[config.mk]
export PLATFORM = sky130hd
export DESIGN_NAME = apb_slave_regfile
export DESIGN_NICKNAME = d
export VERILOG_FILES = /design/src/rtl/apb_slave_regfile.sv
export SDC_FILE = /design/constraint.sdc
export NUM_CORES = 1
export LEC_CHECK = 0
export CAP_MARGIN = 30
export CELL_PAD_IN_SITES_DETAIL_PLACEMENT = 1
export CELL_PAD_IN_SITES_GLOBAL_PLACEMENT = 1
export CORE_ASPECT_RATIO = 1.2
export CORE_UTILIZATION = 35
export DETAILED_ROUTE_END_ITERATION = 7
export PLACE_DENSITY_LB_ADDON = 0.1
export SLEW_MARGIN = 20
export SYNTH_ARGS = -nofsm -noshare
export SYNTH_HDL_FRONTEND = slang
export SYNTH_SLANG_ARGS = --single-unit
[constraint.sdc]
create_clock -name pclk -period 6.28 [get_ports pclk]
set_clock_uncertainty 0.2 [all_clocks]
set_input_delay 0.628 -clock pclk [delete_from_list [all_inputs] [get_ports pclk]]
set_output_delay 0.628 -clock pclk [all_outputs]
set_load 0.05 [all_outputs]
[src/rtl/apb_slave_regfile.sv]
`default_nettype none
// ============================================================================
// Module   : apb_slave_regfile
// Purpose  : 8-bit APB completer with a DEPTH x 8 register file and
//            WAIT_STATES programmable wait states. Optional macro
//            APB_SLAVE_PSLVERR_EN adds the pslverr error response.
// Revision : 1.0 - initial release
// ============================================================================
module apb_slave_regfile #(
    parameter int DEPTH       = 16,
    parameter int WAIT_STATES = 2
) (
    input  logic       pclk,
    input  logic       prst,
    input  logic       psel,
    input  logic       penable,
    input  logic       pwrite,
    input  logic [7:0] paddr,
    input  logic [7:0] pwdata,
    output logic [7:0] prdata,
    output logic       pready
`ifdef APB_SLAVE_PSLVERR_EN
    ,
    output logic       pslverr
`endif
);

    localparam int c_ADDR_W = (DEPTH > 1) ? $clog2(DEPTH) : 1;
    localparam int c_SLOTS  = 1 << c_ADDR_W;

    typedef enum logic [1:0] {
        S_IDLE  = 2'd0,
        S_WAIT  = 2'd1,
        S_READY = 2'd2
    } state_t;

    state_t     r_state;
    logic [3:0] r_cnt;
    logic       r_write;
    logic [7:0] r_addr;
    logic [7:0] r_prdata;
    logic       r_pready;
    logic [7:0] r_regs [c_SLOTS];
`ifdef APB_SLAVE_PSLVERR_EN
    logic       r_pslverr;
`endif

    logic       w_setup;
    logic       w_access;
    logic [7:0] w_rd_addr;
    logic       w_rd_write;
    logic       w_rd_in_range;
    logic [7:0] w_rd_data;
    logic       w_wr_in_range;
    logic       w_go_ready;

    assign w_setup  = psel & ~penable;
    assign w_access = psel & penable;

    // With zero wait states READY is entered on the setup edge itself, so the
    // read path must look at the live bus rather than the not-yet-loaded latch.
    assign w_rd_addr     = (r_state == S_IDLE) ? paddr  : r_addr;
    assign w_rd_write    = (r_state == S_IDLE) ? pwrite : r_write;
    assign w_rd_in_range = ({1'b0, w_rd_addr} < 9'(DEPTH));
    assign w_rd_data     = w_rd_in_range ? r_regs[w_rd_addr[c_ADDR_W-1:0]] : 8'h00;
    assign w_wr_in_range = ({1'b0, r_addr} < 9'(DEPTH));

    assign w_go_ready = ((r_state == S_IDLE) && w_setup && (WAIT_STATES == 0)) ||
                        ((r_state == S_WAIT) && w_access && (r_cnt == 4'd1));

    always_ff @(posedge pclk or posedge prst) begin
        if (prst) begin
            r_state  <= S_IDLE;
            r_cnt    <= 4'd0;
            r_write  <= 1'b0;
            r_addr   <= 8'h00;
            r_prdata <= 8'h00;
            r_pready <= 1'b0;
`ifdef APB_SLAVE_PSLVERR_EN
            r_pslverr <= 1'b0;
`endif
            for (int i = 0; i < c_SLOTS; i++) begin
                r_regs[i] <= 8'h00;
            end
        end else begin
            case (r_state)
                S_IDLE: begin
                    if (w_setup) begin
                        r_write <= pwrite;
                        r_addr  <= paddr;
                        if (WAIT_STATES == 0) begin
                            r_state <= S_READY;
                        end else begin
                            r_state <= S_WAIT;
                            r_cnt   <= 4'(WAIT_STATES);
                        end
                    end
                end
                S_WAIT: begin
                    if (!psel) begin
                        r_state <= S_IDLE;
                        r_cnt   <= 4'd0;
                    end else if (penable) begin
                        if (r_cnt == 4'd1) begin
                            r_state <= S_READY;
                            r_cnt   <= 4'd0;
                        end else begin
                            r_cnt <= r_cnt - 4'd1;
                        end
                    end
                end
                S_READY: begin
                    // Completion (psel & penable) or abort (psel low) both end here.
                    if (!psel || penable) begin
                        if (psel && r_write && w_wr_in_range) begin
                            r_regs[r_addr[c_ADDR_W-1:0]] <= pwdata;
                        end
                        r_state  <= S_IDLE;
                        r_prdata <= 8'h00;
                        r_pready <= 1'b0;
`ifdef APB_SLAVE_PSLVERR_EN
                        r_pslverr <= 1'b0;
`endif
                    end
                end
                default: r_state <= S_IDLE;
            endcase

            if (w_go_ready) begin
                r_pready <= 1'b1;
                r_prdata <= w_rd_write ? 8'h00 : w_rd_data;
`ifdef APB_SLAVE_PSLVERR_EN
                r_pslverr <= ~w_rd_in_range;
`endif
            end
        end
    end

    assign prdata = r_prdata;
    assign pready = r_pready;
`ifdef APB_SLAVE_PSLVERR_EN
    assign pslverr = r_pslverr;
`endif

endmodule
`default_nettype wire

Word-level counts from Yosys, hierarchy flattened:

Index checks and enable logic that the tools add are counted.

* muxes and demuxes: 27
* bitwise logic cells: 5
* add/sub/neg operators: 1
* order comparisons: 5
* equality and inequality tests: 7
* reductions and logical operators: 16

Operators by type and width (count)
* $bwmux W128: 1
* $mux W8: 9
* $bmux W8 S4: 1
* $demux W8 S4: 1
* $lt A8 B5 Y1 const B: 2
* $mux W4: 4
* $ge A5 B5 Y1 const B: 2
* $mux W2: 5
* $not A4 Y5: 2
* $pmux W4 S2: 1
* $pmux W2 S3: 1
* $reduce_and A3 Y1: 2
* $reduce_bool A2 Y1: 3
* $logic_and A1 B1 Y1: 5
* $lt A5 B1 Y1 const B: 1
* $eq A4 B1 Y1 const B: 1
* $mux W1: 4
* $ne A2 B2 Y1 const B: 2
* $reduce_and A2 Y1: 2
* $reduce_and A4 Y1: 1
* $sub A4 B1 Y4 const B: 1
* $ne A3 B2 Y1 const B: 1
* $ne A3 B3 Y1 const B: 1
* $and A1 B1 Y1: 2
* other kinds (6): 6

* register bits: 152
* input port bits: 21
* word-level logic and storage cells: 83
* output and inout port bits: 9

Longest topological paths before layout:

Gate-level depths: netlist (run 1).

* word-level depth: 9
* gate-level depth with buffers: 10
* mapped depth without buffers: 8

Worst setup path after synthesis (run 1):

Ideal clock, no wire load.

* kind: register to register
* from: reg r_cnt[1]
* to: reg r_prdata[0], in the netlist prdata[0]
* path slack: 3955 ps
* library setup time: 67 ps
* clock period less this slack: 2325 ps
* buffers on the path: 0
* stages on the path, launching flop included: 9
* arrival: 2058 ps
* data required time: 6013 ps
* path through: dfrtp_1 > inv_1 > ha_1 > or3b_2 > nor3b_1 > nand3_1 > a221oi_1 > a22oi_1 > nand2_1

* word-level cells in the longest chain between the ends: 4
* elaborated cells on any way between the ends: 6
* classes of those cells: 1 x eq/ne; 1 x mux; 4 x reduce/logical

RTL lines
* from (decl): line 38 `logic [3:0] r_cnt;`
* from (signal assigned): line 95 `r_cnt <= 4'(WAIT_STATES);`
* from (signal assigned): line 108 `r_cnt <= r_cnt - 4'd1;`
* $eq A4 B1 Y1 *: line 69 `((r_state == S_WAIT) && w_access && (r_cnt == 4'd1));`
* $logic_and A1 B1 Y1 *: line 69
* $reduce_bool A2 Y1 (no line)
* $reduce_and A2 Y1 (no line)
* to (signal assigned): line 131 `r_prdata <= w_rd_write ? 8'h00 : w_rd_data;`
* to (decl): line 41 `logic [7:0] r_prdata;`

Every way passes the cells marked *; elsewhere a longest branch is shown, timed or not.
A chain may end at the register's enable or synchronous reset.

Worst setup path in the final report (run 1):

Ends and elaborated chain as after synthesis.

==> results.txt, run 1 <==
The via count of the first global-routing pass is 5138. Counting flops with a built-in enable in the synthesized netlist gives 0. The net switching power is 0.625 mW. The combinational share of power is 11.0%. The initial antenna violation count is 0. In the post-synthesis netlist, the biggest area contributors are sky130_fd_sc_hd__dfrtp_1 53%, sky130_fd_sc_hd__mux2_2 22%, sky130_fd_sc_hd__mux2i_1 4.6%. The smallest clock period supported by the final layout is computed as 3.31 ns. The max capacitance violation total came out at 0. The number of endpoints failing setup at the final stage is 0.

The kind of start point of the critical path is a flip-flop. The detailed-route vias per instance came out at 5.28. STA puts the critical path data required time at 6.44 ns. TritonCTS built the clock tree. The clock network power share is 45.7%. Across every metal layer, demand over resource in global routing totals 19.2%.

The slowest stage of the critical path belongs to the cell sky130_fd_sc_hd__a221oi_1. The switching power share of the total came out at 25.8%. The site row count came out at 56. The longest individual stage delay on the worst path came out at 0.59 ns. The synthesis-to-finish area growth is 17.3%. Hold is met by 0.305 ns. The final wirelength came out at 18500 um. In this run the tightest slew margin relative to its limit is 44.2%.

The count of clock tree sinks is 152. The remaining number of nets flagged by the antenna check after routing came out at 0. The TritonCTS buffer count came out at 17. The number of warning messages in the yosys log is 0.

The setup fix buffers added after clock tree synthesis came out at 0. The number of vias after detailed routing came out at 4619. Synthesis instantiated 46 different standard cells from the library. The largest voltage drop on the vdd net is 160 uV.

The proportion of netlist area held by the largest area contributor came out at 53.4%. Synthesis inferred 152 register bits. Along the worst path, the maximum fanout reaches 8.

The flow ran to the end, and the final reports show no timing, DRC or antenna violations. The number of endpoints with negative hold slack in the final report was 0. The number of search-and-repair iterations in the first detailed-routing pass is 4. The endpoint arrival time on the critical path came out at 3.48 ns. The first-pass GRT wire length came out at 30200 um.

The post-route netlist has 33.4% of its cells at a drive strength greater than 1. The maximum number of pins on one net before global-route repair is 65. The mapped netlist covers 7120 um2.

When the netlist entered floorplanning its net count stood at 596. The flip-flop and latch area is 3800 um2. The min-delay analysis places its worst path in the category flip-flop to flip-flop. At the later pin of the worst-skew pair, clock insertion delay measures 0.43 ns. The library cell used as clock root buffer is sky130_fd_sc_hd__clkbuf_16. The hold buffer count at cts is 0.

The die covers 20900 um2. The share of the cycle needed by the critical path after routing is 52.8%. After legalization and detailed placement, the total HPWL measured 12400 um. The pin slew with the least headroom to its limit is 0.834 ns. Cell internal power was estimated by the tool at 1.79 mW. The worst register-to-register path ends at prdata[0]. The number of fill cells came out at 2098. The number of pins with negative max-slew slack in the final report came out at 0.

The area occupied by multi-input gates came out at 3180 um2. The worst setup path is captured at a flip-flop. By startpoint and endpoint, the worst setup path is classified as flip-flop to flip-flop.

Once routing completed, OpenROAD measured the worst setup slack at 2.97 ns. In the synthesized netlist the dominant register cell turns out to be sky130_fd_sc_hd__dfrtp_1. The detailed router finished its first iteration with 154 violations. The sequential cell area fraction in the yosys report came out at 53.4%. The final layout contains 623 nets.

The critical path ends at prdata[0]. For this configuration, the core starts out at a cell density of 36.0%. The async set-or-reset flop fraction in the synthesized netlist came out at 100%. 0 antenna diodes ended up in the layout. The overall overflow remaining after global route came out at 0. The overall die width is 132 um. The post-route cell area came out at 8350 um2. The depth of the most critical reg-to-reg path came out at 8.

The core utilization of the finished layout came out at 42.3%. Traced cell by cell, the critical path runs through inv_1 > ha_1 > or3b_2 > nor3b_1 > nand3_1 > a221oi_1 > a22oi_1 > nand2_1. The clock-pin slew of the registers on the worst-case setup and hold paths is 0.07 ns. The highest clock frequency the design can meet came out at 0.302 GHz.

The power per cell area came out at 290 nW/um2. By instance count, the leading cell after synthesis is sky130_fd_sc_hd__dfrtp_1. The number of I/O port buffers is 29. The total leakage power is 3.85 nW.

The maximum root-to-sink buffer count came out at 2. The final routed DRC violation total is 0. The floorplan die height is 158 um. The routability congestion estimate is 0.719. The total negative slack is 0 ns. The wire length per cell is 21.2 um. In the synthesized netlist, the number of instances is 573. 30 I/O pins were placed.

The biggest area contributor in the post-synthesis netlist is sky130_fd_sc_hd__dfrtp_1. The quantity of gates resized following cts is 0. The worst setup slack after placement came out at 2.75 ns. The critical path starts at r_cnt[1]. The origin of the critical flop-to-flop path is r_cnt[1]. The worst setup slack for register-to-register paths is 2.97 ns. Setup repair after global routing left no endpoint under its margin. The post-place instance area is 7720 um2. The average instance area after synthesis came out at 12.4 um2.

By count the netlist is led by 152 x sky130_fd_sc_hd__dfrtp_1, 140 x sky130_fd_sc_hd__mux2_2, 82 x sky130_fd_sc_hd__nand2_1. The deepest level of the CTS H-tree came out at 4. Registers are responsible for 43.3% of the overall power. In this run the standard cell core region covers 19800 um2.
[placed cells by master, fill, tap and decap left out, types with 3 or more instances in the layout]
cell,n
sky130_fd_sc_hd__nand4_1,8
sky130_fd_sc_hd__nor2_1,12
sky130_fd_sc_hd__nand2_1,82
sky130_fd_sc_hd__nor2b_1,5
sky130_fd_sc_hd__clkdlybuf4s50_1,29
sky130_fd_sc_hd__a221oi_1,8
sky130_fd_sc_hd__nor2_2,3
sky130_fd_sc_hd__nand2b_1,9
sky130_fd_sc_hd__mux2i_1,33
sky130_fd_sc_hd__o21ai_0,3
sky130_fd_sc_hd__clkinv_2,3
sky130_fd_sc_hd__nor2_4,3
sky130_fd_sc_hd__buf_4,8
sky130_fd_sc_hd__nand2_2,6
sky130_fd_sc_hd__inv_6,3
sky130_fd_sc_hd__nand3_1,19
sky130_fd_sc_hd__o21ai_1,3
sky130_fd_sc_hd__bufinv_16,4
sky130_fd_sc_hd__a32oi_1,16
sky130_fd_sc_hd__a22oi_1,8
sky130_fd_sc_hd__dfrtp_1,152
sky130_fd_sc_hd__clkbuf_16,17
sky130_fd_sc_hd__mux2_2,140
[sequential cells by signal, summed over array words and instances, names as in the netlist]
register,count
r_addr,8
r_cnt,4
r_write,1
prdata,8
r_state,2
r_regs,128
pready,1
[stage by stage]
stage                     instances  total power, mW
after floorplan                 573             1.23
after global placement          839             1.32
after CTS                       873             2.45
after global routing            874             2.51
after detailed placement        841             1.33
final                           874             2.42
[power groups by stage]
stage          sequential, mW  clock (mW)  combinational [mW]
6_report                 1.05        1.10               0.266
5_1_grt                  1.05        1.17               0.290
4_1_cts                  1.05        1.13               0.271
3_5_place_dp             1.07           0               0.269
3_3_place_gp             1.06           0               0.258
2_1_floorplan            1.06           0               0.174
[layout make-up]
type / count / area share, %
clock buffers: 21 / 5.51
clock inverters: 11 / 2.02
inverters: 3 / 0.195
multi-input cells: 387 / 38.1
flip-flops and latches: 152 / 45.5
well taps: 261 / 3.91
repair buffers: 39 / 4.76
[worst min path at each step]
stage	from	endpoint	slack, ns	cells after the start
finish	pready	pready	0.30	1
global route	r_regs[71]	r_regs[71]	0.32	1
CTS	r_regs[111]	r_regs[111]	0.31	1
detailed placement	r_regs[111]	r_regs[111]	0.29	1
global placement	r_regs[6]	r_regs[6]	0.29	1
floorplan	r_cnt[2]	r_cnt[2]	0.27	1
[kinds of logic (layout without fill, tap and decap cells)]
logic type	after synthesis	count (layout)	synth area share, %
flip-flops	152	152	53.4
AND/OR/NAND/NOR	165	165	12.0
buffers and inverters	34	74	2.21
adder cells (fa/ha/maj)	2	2	0.351
multiplexers	174	174	27.0
AO/OA/AOI/OAI	45	45	4.94
XOR/XNOR	1	1	0.123
[per-layer routing]
layer	wire [um]	share of wire, %	vias up	GRT usage [%]
met3	407	2.2	24	3.50
met5	0	0	-	0
met4	254	1.4	0	5.97
met1	8620	47	2431	24.7
li1	-	-	2111	-
met2	9250	50	53	33.0
[worst max-delay path: cells and delay by family (launching register included)]
kind                     cells  cell delay [ns]
flip-flops                   1             0.42
buffers and inverters        1             0.09
adder cells (fa/ha/maj)      1             0.13
AO/OA/AOI/OAI                2             0.75
AND/OR/NAND/NOR              4             1.66
(Power assumes the default switching activity.)
==> run 2: changes to the inputs <==
==> constraint.sdc (replaced) <==
create_clock -name pclk -period 3 [get_ports pclk]
set_clock_uncertainty 0.2 [all_clocks]
set_input_delay 0.3 -clock pclk [delete_from_list [all_inputs] [get_ports pclk]]
set_output_delay 0.3 -clock pclk [all_outputs]
set_load 0.05 [all_outputs]
==> results.txt, run 2 (synthesis results as in run 1) <==
The run finished with clean final reports. The overall routing resource usage came out at 19.6% (+0.38 points). The die footprint came out at 20900 um2 (unchanged). The first-pass GRT wire length is 30700 um (+1.8%).

The critical path required time came to 3.16 ns (-3.28 ns). The DRC violation total after the first TritonRoute iteration came out at 267 (+73%). The clock-pin slew of the registers on the worst-case setup and hold paths came to 0.06 ns (about the same). The max capacitance violation total came to 0 (unchanged). The detailed-route vias per instance is 5.34 (+1.1%).

The TritonCTS buffer count was 17 (unchanged). On the critical path the largest part of the delay comes from simple AND/OR/NAND/NOR gates. The total power consumption of the routed design came to 5.09 mW (+110%). The highest clock frequency the design can meet was 0.373 GHz (+24%). The power per cell area came out at 599 nW/um2 (+110%). The number of I/O port buffers is 29 (unchanged).

The floorplan die height came out at 158 um (unchanged). The worst relative slew slack is 52.4% (+8.2 points). The total leakage power is 3.93 nW (+1.9%). The wire length per cell is 21.0 um (-1.1%). The final routed DRC violation total came out at 0 (unchanged). The final wirelength came out at 18600 um (+0.17%).

The number of endpoints failing setup at the final stage is 0 (unchanged). The flip-flop count of the largest register, all copies and words added came out at 128 (unchanged). The area growth from synthesis to layout is 19.3%.

The site row count came out at 56 (unchanged). Ranked by flip-flop count, first place goes to r_regs. Leaving out fill and tap cells, the most frequent cell in the layout is sky130_fd_sc_hd__dfrtp_1. The remaining number of nets flagged by the antenna check after routing came out at 0 (unchanged). The initial cell density of the core was 36.0% (unchanged). The fraction of final layout cells with drive strength greater than 1 is 34.3% (+0.85 points). The quantity of gates resized following cts is 0 (unchanged). The count of clock tree sinks came out at 152 (unchanged).

The overall die width came out at 132 um (unchanged). The number of search-and-repair iterations in the first detailed-routing pass was 6 (+2). The core utilization of the finished layout is 43.0% (+0.72 points).

The instance count after placement with tap cells included is 853 (+1.4%). The maximum number of pins on one net before global-route repair is 52 (-20%). The count of inserted antenna diode cells came out at 0 (unchanged). The area of the placeable core was 19800 um2 (unchanged).

The number of vias after detailed routing is 4727 (+2.3%). Among all stages on the critical path, the largest delay is contributed by sky130_fd_sc_hd__or3b_2. The routability congestion estimate is 0.708 (-1.5%). The number of top-level pins came out at 30 (unchanged). The endpoint arrival time on the critical path is 2.84 ns (-0.64 ns). The clock period minus final worst setup slack came out at 2.68 ns (-0.632 ns). In the layout the commonest cells are 152 x sky130_fd_sc_hd__dfrtp_1, 140 x sky130_fd_sc_hd__mux2_2, 82 x sky130_fd_sc_hd__nand2_1, 33 x sky130_fd_sc_hd__mux2i_1, 29 x sky130_fd_sc_hd__clkdlybuf4s50_1. The post-layout instance count excluding filler cells was 885 (+1.3%). The initial antenna violation count came out at 0 (unchanged).

The worst setup path is launched from a flip-flop. The number of endpoints with negative hold slack in the final report came out at 0 (unchanged). The longest individual stage delay on the worst path came to 0.51 ns (-0.08 ns). The total negative slack is 0 ns (unchanged). The buffer and inverter count on the worst path is 2 (+1). The library cell used as clock root buffer is sky130_fd_sc_hd__clkbuf_16.

The deepest level of the CTS H-tree is 4 (unchanged). Setup repair after global routing left no endpoint under its margin. The via count of the first global-routing pass is 5382 (+4.7%). The critical path in this run is classified as flip-flop to flip-flop. The pin slew with the least headroom to its limit came out at 0.712 ns (-0.122 ns). The final net count is 636 (+2.1%). The clock latency of the later-clocked register in the worst-skew pair is 0.42 ns (about the same).

The path class of the tightest hold or removal check is flip-flop to flip-flop. The share of the cycle needed by the critical path after routing is 89.4% (+37 points). The worst setup path is captured at a flip-flop. The highest fanout seen on the critical path came out at 8 (unchanged).

The total half-perimeter wirelength after legalization and detailed placement is 12300 um (-1.4%). TritonCTS built the clock tree. The number of pins with negative max-slew slack in the final report came to 0 (unchanged).

Traced cell by cell, the critical path runs through inv_1 > ha_1 > or3b_2 > nor3b_1 > nand3_1 > buf_4 > a221oi_1 > a22oi_1 > nand2_1. The setup fix buffers added after clock tree synthesis is 0 (unchanged). The largest voltage drop on the vdd net is 378 uV (+140%). The maximum root-to-sink buffer count came out at 2 (unchanged). The overall overflow remaining after global route is 0 (unchanged).
## run 2: metrics by stage
step | setup slack, ns | area [um2] | hold slack [ns]
floorplan | 0.583 | 7130 | 0.182
global placement | 0.245 | 7830 | 0.286
detailed placement | 0.169 | 7830 | 0.293
CTS | 0.305 | 8460 | 0.222
global route | 0.140 | 8490 | 0.313
finish | 0.318 | 8490 | 0.303
## run 2: final timing paths
kind | slack [ns] | cells past startpoint | startpoint | end
worst min register to register | 0.30 | 1 | r_regs[53] | r_regs[53]
worst min-delay path | 0.30 | 1 | r_regs[53] | r_regs[53]
max in group asynchronous | 1.39 | 5 | prst | r_regs[94]
worst max register to register | 0.32 | 9 | r_cnt[1] | prdata[5]
worst max-delay path | 0.32 | 9 | r_cnt[1] | prdata[5]
min in group asynchronous | 0.53 | 3 | prst | r_regs[32]
## run 2: power breakdown
| group | switching (mW) | internal [mW] | leakage [nW] |
|---|---|---|---|
| clock network | 0.814 | 1.51 | 0.309 |
| registers | 0.0646 | 2.11 | 2.08 |
| logic | 0.373 | 0.222 | 1.54 |
## run 2: area by class of cell
cell class	instances	area [um2]
fill	2102	11300
timing repair buffer	52	541
tap	261	327
clock inverter	9	173
clock buffer	21	460
inverter	3	15.0
sequential	152	3800
multi-input combinational	387	3180
## run 2: what timing repair did
action                                  4_1_cts  5_1_grt
endpoints found under the hold margin         0        8
hold buffers                                  0        1
endpoints found under the setup margin        0        0
## run 2: metal layers
metal / global-route usage [%] / wire length, um / vias to the layer above
li1: - / - / 2150
met1: 25.2 / 8500 / 2493
met3: 3.44 / 471 / 21
met5: 0 / 0 / -
met4: 6.02 / 264 / 0
met2: 33.9 / 9340 / 63
